--- src/rtl/branch_step_ctrl.sv ---
// branch_step_ctrl: hardwired T0..T6 fetch + conditional-branch step sequencer (optional MEM_WAIT_EN: T1 waits for mem_ready)
module branch_step_ctrl #(
  parameter int DATA_W = 32,
  parameter logic [4:0] OPC_BR = 5'b10010,
  parameter int OPC_MSB = 31,
  parameter int C2_LSB = 19
) (
  input  logic              Clock,
  input  logic              Clear,
  input  logic              start,
  input  logic              mem_ready,
  input  logic [DATA_W-1:0] bus,
  input  logic [DATA_W-1:0] ir,
  output logic              PCout,
  output logic              MARin,
  output logic              IncPC,
  output logic              Zin,
  output logic              Read,
  output logic              MDRin,
  output logic              PCin,
  output logic              MDRout,
  output logic              IRin,
  output logic              Gra,
  output logic              Rout,
  output logic              CONin,
  output logic              Yin,
  output logic              Cout,
  output logic              ZLOout,
  output logic              con,
  output logic              busy,
  output logic              done,
  output logic              illegal
);
  typedef enum logic [2:0] {IDLE, T0, T1, T2, T3, T4, T5, T6} state_t;
  state_t state, state_n;
  logic illegal_q;
  logic first_t1;
  logic opc_ok;
  logic cond;
  logic [1:0] c2;
  logic unused_bits;
  assign opc_ok = ir[OPC_MSB -: 5] == OPC_BR;
  assign c2 = ir[C2_LSB+1:C2_LSB];
  assign cond = c2[1] ? (bus[DATA_W-1] == c2[0]) : ((bus == '0) ^ c2[0]);
  assign unused_bits = ^{ir, mem_ready};
  // state register, CON flip-flop, illegal pulse and first-T1 marker
  always_ff @(posedge Clock or posedge Clear) begin
    if (Clear) begin
      state     <= IDLE;
      con       <= 1'b0;
      illegal_q <= 1'b0;
      first_t1  <= 1'b1;
    end else begin
      state     <= state_n;
      con       <= (state == T3) ? cond : con;
      illegal_q <= (state == T2) && !opc_ok;
      first_t1  <= state != T1;
    end
  end
  // next-step sequencing
  always_comb begin
    state_n = IDLE;
    case (state)
      IDLE: state_n = start ? T0 : IDLE;
      T0:   state_n = T1;
`ifdef MEM_WAIT_EN
      T1:   state_n = mem_ready ? T2 : T1;
`else
      T1:   state_n = T2;
`endif
      T2:   state_n = opc_ok ? T3 : IDLE;
      T3:   state_n = T4;
      T4:   state_n = T5;
      T5:   state_n = T6;
      T6:   state_n = start ? T0 : IDLE;
      default: state_n = IDLE;
    endcase
  end
  // Moore strobe decode; PCin in T1 only on its first cycle so PC increments once
  always_comb begin
    PCout   = (state == T0) || (state == T4);
    MARin   = state == T0;
    IncPC   = state == T0;
    Zin     = (state == T0) || (state == T5);
    Read    = state == T1;
    MDRin   = state == T1;
`ifdef MEM_WAIT_EN
    PCin    = ((state == T1) && first_t1) || ((state == T6) && con);
`else
    PCin    = (state == T1) || ((state == T6) && con);
`endif
    MDRout  = state == T2;
    IRin    = state == T2;
    Gra     = state == T3;
    Rout    = state == T3;
    CONin   = state == T3;
    Yin     = state == T4;
    Cout    = state == T5;
    ZLOout  = state == T6;
    busy    = state != IDLE;
    done    = state == T6;
    illegal = illegal_q;
  end
endmodule

--- config.mk ---
export PLATFORM = sky130hd
export DESIGN_NAME = branch_step_ctrl
export DESIGN_NICKNAME = d
export VERILOG_FILES = /design/src/rtl/branch_step_ctrl.sv
export SDC_FILE = /design/constraint.sdc
export NUM_CORES = 1
export LEC_CHECK = 0
export BUFFER_PORTS_ARGS = -buffer_cell sky130_fd_sc_hd__clkbuf_2
export CAP_MARGIN = 30
export CORE_MARGIN = 2
export CORE_UTILIZATION = 23
export CTS_CLUSTER_DIAMETER = 60
export DETAILED_ROUTE_END_ITERATION = 10
export PLACE_DENSITY = 0.87
export SETUP_SLACK_MARGIN = 0.02
export SKIP_CTS_REPAIR_TIMING = 1
export SLEW_MARGIN = 20
export SYNTH_ARGS = -nofsm -noshare
export SYNTH_HDL_FRONTEND = slang
export SYNTH_SLANG_ARGS = --single-unit
--- constraint.sdc ---
create_clock -name Clock -period 1.4 [get_ports Clock]
set_clock_uncertainty 0.05 [all_clocks]
set_input_delay 0.21 -clock Clock [delete_from_list [all_inputs] [get_ports Clock]]
set_output_delay 0.21 -clock Clock [all_outputs]
set_load 0.01 [all_outputs]
**After elaboration in Yosys (flattened, before gate mapping)**

Index checks and enable logic that the tools add are counted.

- Bits in registers: 5
- Input port bits: 68
- Word-level logic and storage cells: 27

- Equality and inequality tests: 9
- Muxes and demuxes: 4
- Bitwise operators: 1
- Reduce and logical (&&, ||, !) cells: 10

Operator list:

| kind | number |
|---|---|
| logical NOT 32 bit | 1 |
| case mux 3 bit (7 select lines) | 1 |
| == test 3 bit, second input constant | 4 |
| == test 3 x 2 -> 1 bit, second input constant | 2 |
| == test 5 bit, second input constant | 1 |
| == test 3 x 1 -> 1 bit, second input constant | 1 |
| logical NOT 3 bit | 1 |
| logical OR 1 bit | 3 |
| two-way mux 3 bit | 1 |
| nonzero test 3 bit | 1 |
| logical AND 1 bit | 2 |
| two-way mux 1 bit | 2 |
| OR reduction 2 bit | 1 |
| == test 1 bit | 1 |
| logical NOT 1 bit | 1 |
| XOR 1 bit | 1 |

**Logic depth before layout (Yosys ltp)**

- Depth in word-level cells: 3
- Gate-level depth with buffers: 5

**Least setup slack after synthesis**

OpenSTA, ideal clock, no wires.

- Kind: register to register
- Start: register state[0]
- End: register con
- Arrival time: 1.309 ns
- Required time: 1.281 ns
- Setup slack: -0.029 ns
- Cell stages (with the launch flop): 5
- Cells stage by stage: dfrtp_1 nor3b_4 nand2b_1 or4_1 nand3_1

- Cells in the longest elaborated chain, start to end: 1

Ends and longest elaborated chain:

| item | RTL line | source |
|---|---|---|
| from (decl) | 35 | `state_t state, state_n;` |
| from (signal assigned) | 54 | `state <= state_n;` |
| == test 3 bit | n/a |  |
| via CONin | 25 | `output logic CONin,` |
| to (signal assigned) | 55 | `con <= (state == T3) ? cond : con;` |
| to (decl) | 29 | `output logic con,` |

The timed path passes the listed nets, and every way through them passes these cells.
A chain may end at the register's enable or synchronous reset.

**Worst setup path after layout**

- Start: register state[0]
- End: output busy

- Cells in the longest elaborated chain, start to end: 1

Ends and longest elaborated chain:

| item | RTL line | source |
|---|---|---|
| nonzero test 3 bit | 100 | `busy = state != IDLE;` |
| to (decl) | 30 | `output logic busy,` |

Every way passes these cells.

==> impl_results.md <==
- Post-synth top area share: about a quarter
- Worst EP required: between 1 and 1.5 ns
- Post-Syn Nets: about 130
- Final Max Tran Viols: 0
- Total power draw: ~1.4 mW
- Netlist area before placement: 468 µm²
- Min Tclk post-route: approximately 1.6 ns
- ANT cells: 0
- Core area: around 0.0019 mm²
- Comb pwr share: 65.7%
- Highest clock rate: roughly 630 MHz
- Sequential area share after synthesis: between 20% and 30%
- Net Sw Frac: a little over two fifths
- Row count: 16
- R2R setup slack: -0.05 ns
- GPL Wtd Cong: just over 0.7
- Post-synthesis cell count: between 60 and 70
- Pint: 790 µW
- Layout Nets: 197
- Via count: roughly 680
- Largest net degree at the start of global routing: 7
- Clock transition at path regs: 0.05 ns
- Critical Path Source Type: flip-flop
- Worst EP arrival: around 1.3 ns
- Vias in the first global route: roughly 710
- Die area: approximately 0.0024 mm²
- Post-synthesis cell type count: 22
- Sink Count: 5
- Synthesized flop and latch total: 5
- Hold WS: around 0.17 ns
- Setup Crit Path Kind: reg -> out
- Syn. warnings: 0
- Final Instance Area: 948 µm²
- Reg2reg start: state[2]$_DFF_PP0_
- Worst Path Max Fanout: 5
- Largest cells by area after synthesis: dfrtp_1 (27%), buf_4 (11%), nor4_2 (11%)
- Port Buf Inserts: 60
- Worst hold path class: in -> reg
- Die W: between 40 and 50 µm
- Worst slew pin tran: between 0.2 and 0.3 ns
- Clk buf depth: 2
- Maximum vdd drop: slightly above 0.7 mV
- Hold Path Sink: state[0]$_DFF_PP0_
- Clock power frac: between 10% and 20%
- Mean Syn Cell Area: 7.67 µm²
- Initial antenna violation count: 0
- I/O pin total: between 80 and 90
- Post-layout util: about 49%
- Synth-to-layout area growth: 103%
- Worst Hold Launch: start
- Worst reg2reg endpoint: con$_DFFE_PP0P_
- Post-DP HPWL: approximately 1.4 mm
- GRT Resource Usage Total: between 10% and 20%
- Worst path max stage delay: about 0.44 ns
- Cell taking the most area after synthesis: dfrtp_1
- Final cycle utilization of the critical path: 113%
- CTS buffer count: 3
- Violated checks: negative setup slack
- CP delay by family, top: flip-flops
- PwrDens: roughly 1400 mW/mm²
- WL per Instance: ~11 µm
- DR pass1 iterations: 4
- Remaining global-route overflow: 0
- Status: complete, but fails checks
- Worst setup margin: -0.183 ns
- Sw power: 567 µW
- Clock H-tree levels: 1
- RSZ-0062 raised after global routing: yes
- Seq pwr share: a little over a fifth
- Starting Density: 24.1%
- CTS tree: done
- # DRC: 0
- Worst path bufs/invs: 2
- First-pass GRT wire length: 2.77 mm
- Share of cells above drive strength 1: 69.5%
- Leakage: approximately 0.52 nW
- MaxCap Viol Count: 0
- Total Wirelength: between 1.5 and 2 mm
- # setup viols final: 15
- Hold Violations, Final: 0
- Crit end category: primary output
- Cells on worst reg2reg path: 5
- Placed inst area: 795 µm²
- Die H: a little under 50 µm
- CP max-delay cell: dfrtp_2
- Detail Route Antenna Nets: 0
- Cell Chain, Critical Path: buf_6 -> or3_1 -> buf_2
- Clock Latency Late Sink: ~0.24 ns
- Clk root buf: clkbuf_4
- Relative slew slack: 83.0%
- Via density: 4.38
- WHS Path Cells: 3
- DRT iter0 DRCs: 8
## state kept, by name (all words and copies together) (netlist names)
| name | count |
|---|---|
| illegal | 1 |
| con | 1 |
| state | 3 |
## worst max path at each step
stage,startpoint,end,slack [ns],cells past startpoint
3_3_place_gp,bus[3],con$_DFFE_PP0P_,-0.02,5
6_report,state[0]$_DFF_PP0_,busy,-0.18,3
3_5_place_dp,bus[1],con$_DFFE_PP0P_,-0.05,5
5_1_grt,state[0]$_DFF_PP0_,busy,-0.23,3
2_1_floorplan,state[1]$_DFF_PP0_,con$_DFFE_PP0P_,-0.002,4
4_1_cts,state[2]$_DFF_PP0_,Zin,-0.24,5
## Yosys cell counts
library cell	instances
or4_1	1
a221oi_1	1
nor3b_4	1
and3_1	1
or2_2	1
nand3_1	2
nor4_2	4
buf_4	7
dfrtp_1	5
and4b_1	1
nor3_1	2
nor2_1	12
inv_1	3
nor2b_1	1
a21o_1	1
nor4_1	3
nand4_1	1
o21ai_0	1
nand2b_1	4
or3_1	1
nand2_1	7
a21oi_1	1
## per-stage QoR
step                      setup TNS, ns  worst slack, ns  std cells
after floorplan                -0.00191         -0.00191         61
after global placement          -0.0229          -0.0229        147
after detailed placement        -0.0509          -0.0509        147
after CTS                         -1.91           -0.242        151
after global routing              -2.25           -0.232        155
final                             -1.17           -0.183        155
## layout make-up
| class | instances | area, µm² |
|---|---|---|
| fillers | 209 | 993 |
| repair buffers | 70 | 424 |
| well taps | 27 | 33.8 |
| multi-input cells | 46 | 320 |
| flip-flops and latches | 5 | 128 |
| clock buffers | 4 | 26.3 |
| inverters | 3 | 16.3 |
## tightest hold or removal path: stages
cell	delay [ns]
clkbuf_2	0.09
nand2_1	0.06
a21oi_1	0.06
## layer usage
metal | part of all wire, % | GRT usage [%] | routed length [µm] | up-vias
li1 | - | - | - | 343
met5 | 0 | 0 | 0 | -
met1 | 35 | 13.3 | 595 | 294
met4 | 1.1 | 9.05 | 19 | 0
met3 | 8.9 | 3.07 | 152 | 2
met2 | 55 | 28.6 | 944 | 40
## cells in the final DEF, fill, tap and decap left out, types with 2 or more instances in the layout
cell type / netlist / routed
nor4_2: 4 / 4
buf_6: 0 / 9
nor2_4: 0 / 2
dfrtp_1: 5 / 3
clkbuf_2: 0 / 52
buf_2: 0 / 3
clkbuf_4: 0 / 3
buf_4: 7 / 5
nor2_1: 12 / 7
nor3_1: 2 / 2
nand2b_1: 4 / 3
nand3_1: 2 / 2
nor4_1: 3 / 3
nor2_2: 0 / 3
inv_1: 3 / 2
nand2_1: 7 / 7
dfrtp_2: 0 / 2
## power groups by stage
| stage | Sequential, mW | Clock (mW) | Combinational [mW] |
|---|---|---|---|
| final | 0.297 | 0.168 | 0.892 |
| after global routing | 0.306 | 0.187 | 0.969 |
| after CTS | 0.277 | 0.179 | 0.715 |
| after detailed placement | 0.278 | 0 | 0.713 |
| after global placement | 0.272 | 0 | 0.698 |
| after floorplan | 0.284 | 0 | 0.400 |
## logic make-up after synthesis
| logic type | synth area share [%] |
|---|---|
| AO/OA/AOI/OAI | 5.61 |
| flip-flops | 26.7 |
| AND/OR/NAND/NOR | 54.0 |
| buffers and inverters | 13.6 |
(Power assumes the default switching activity.)
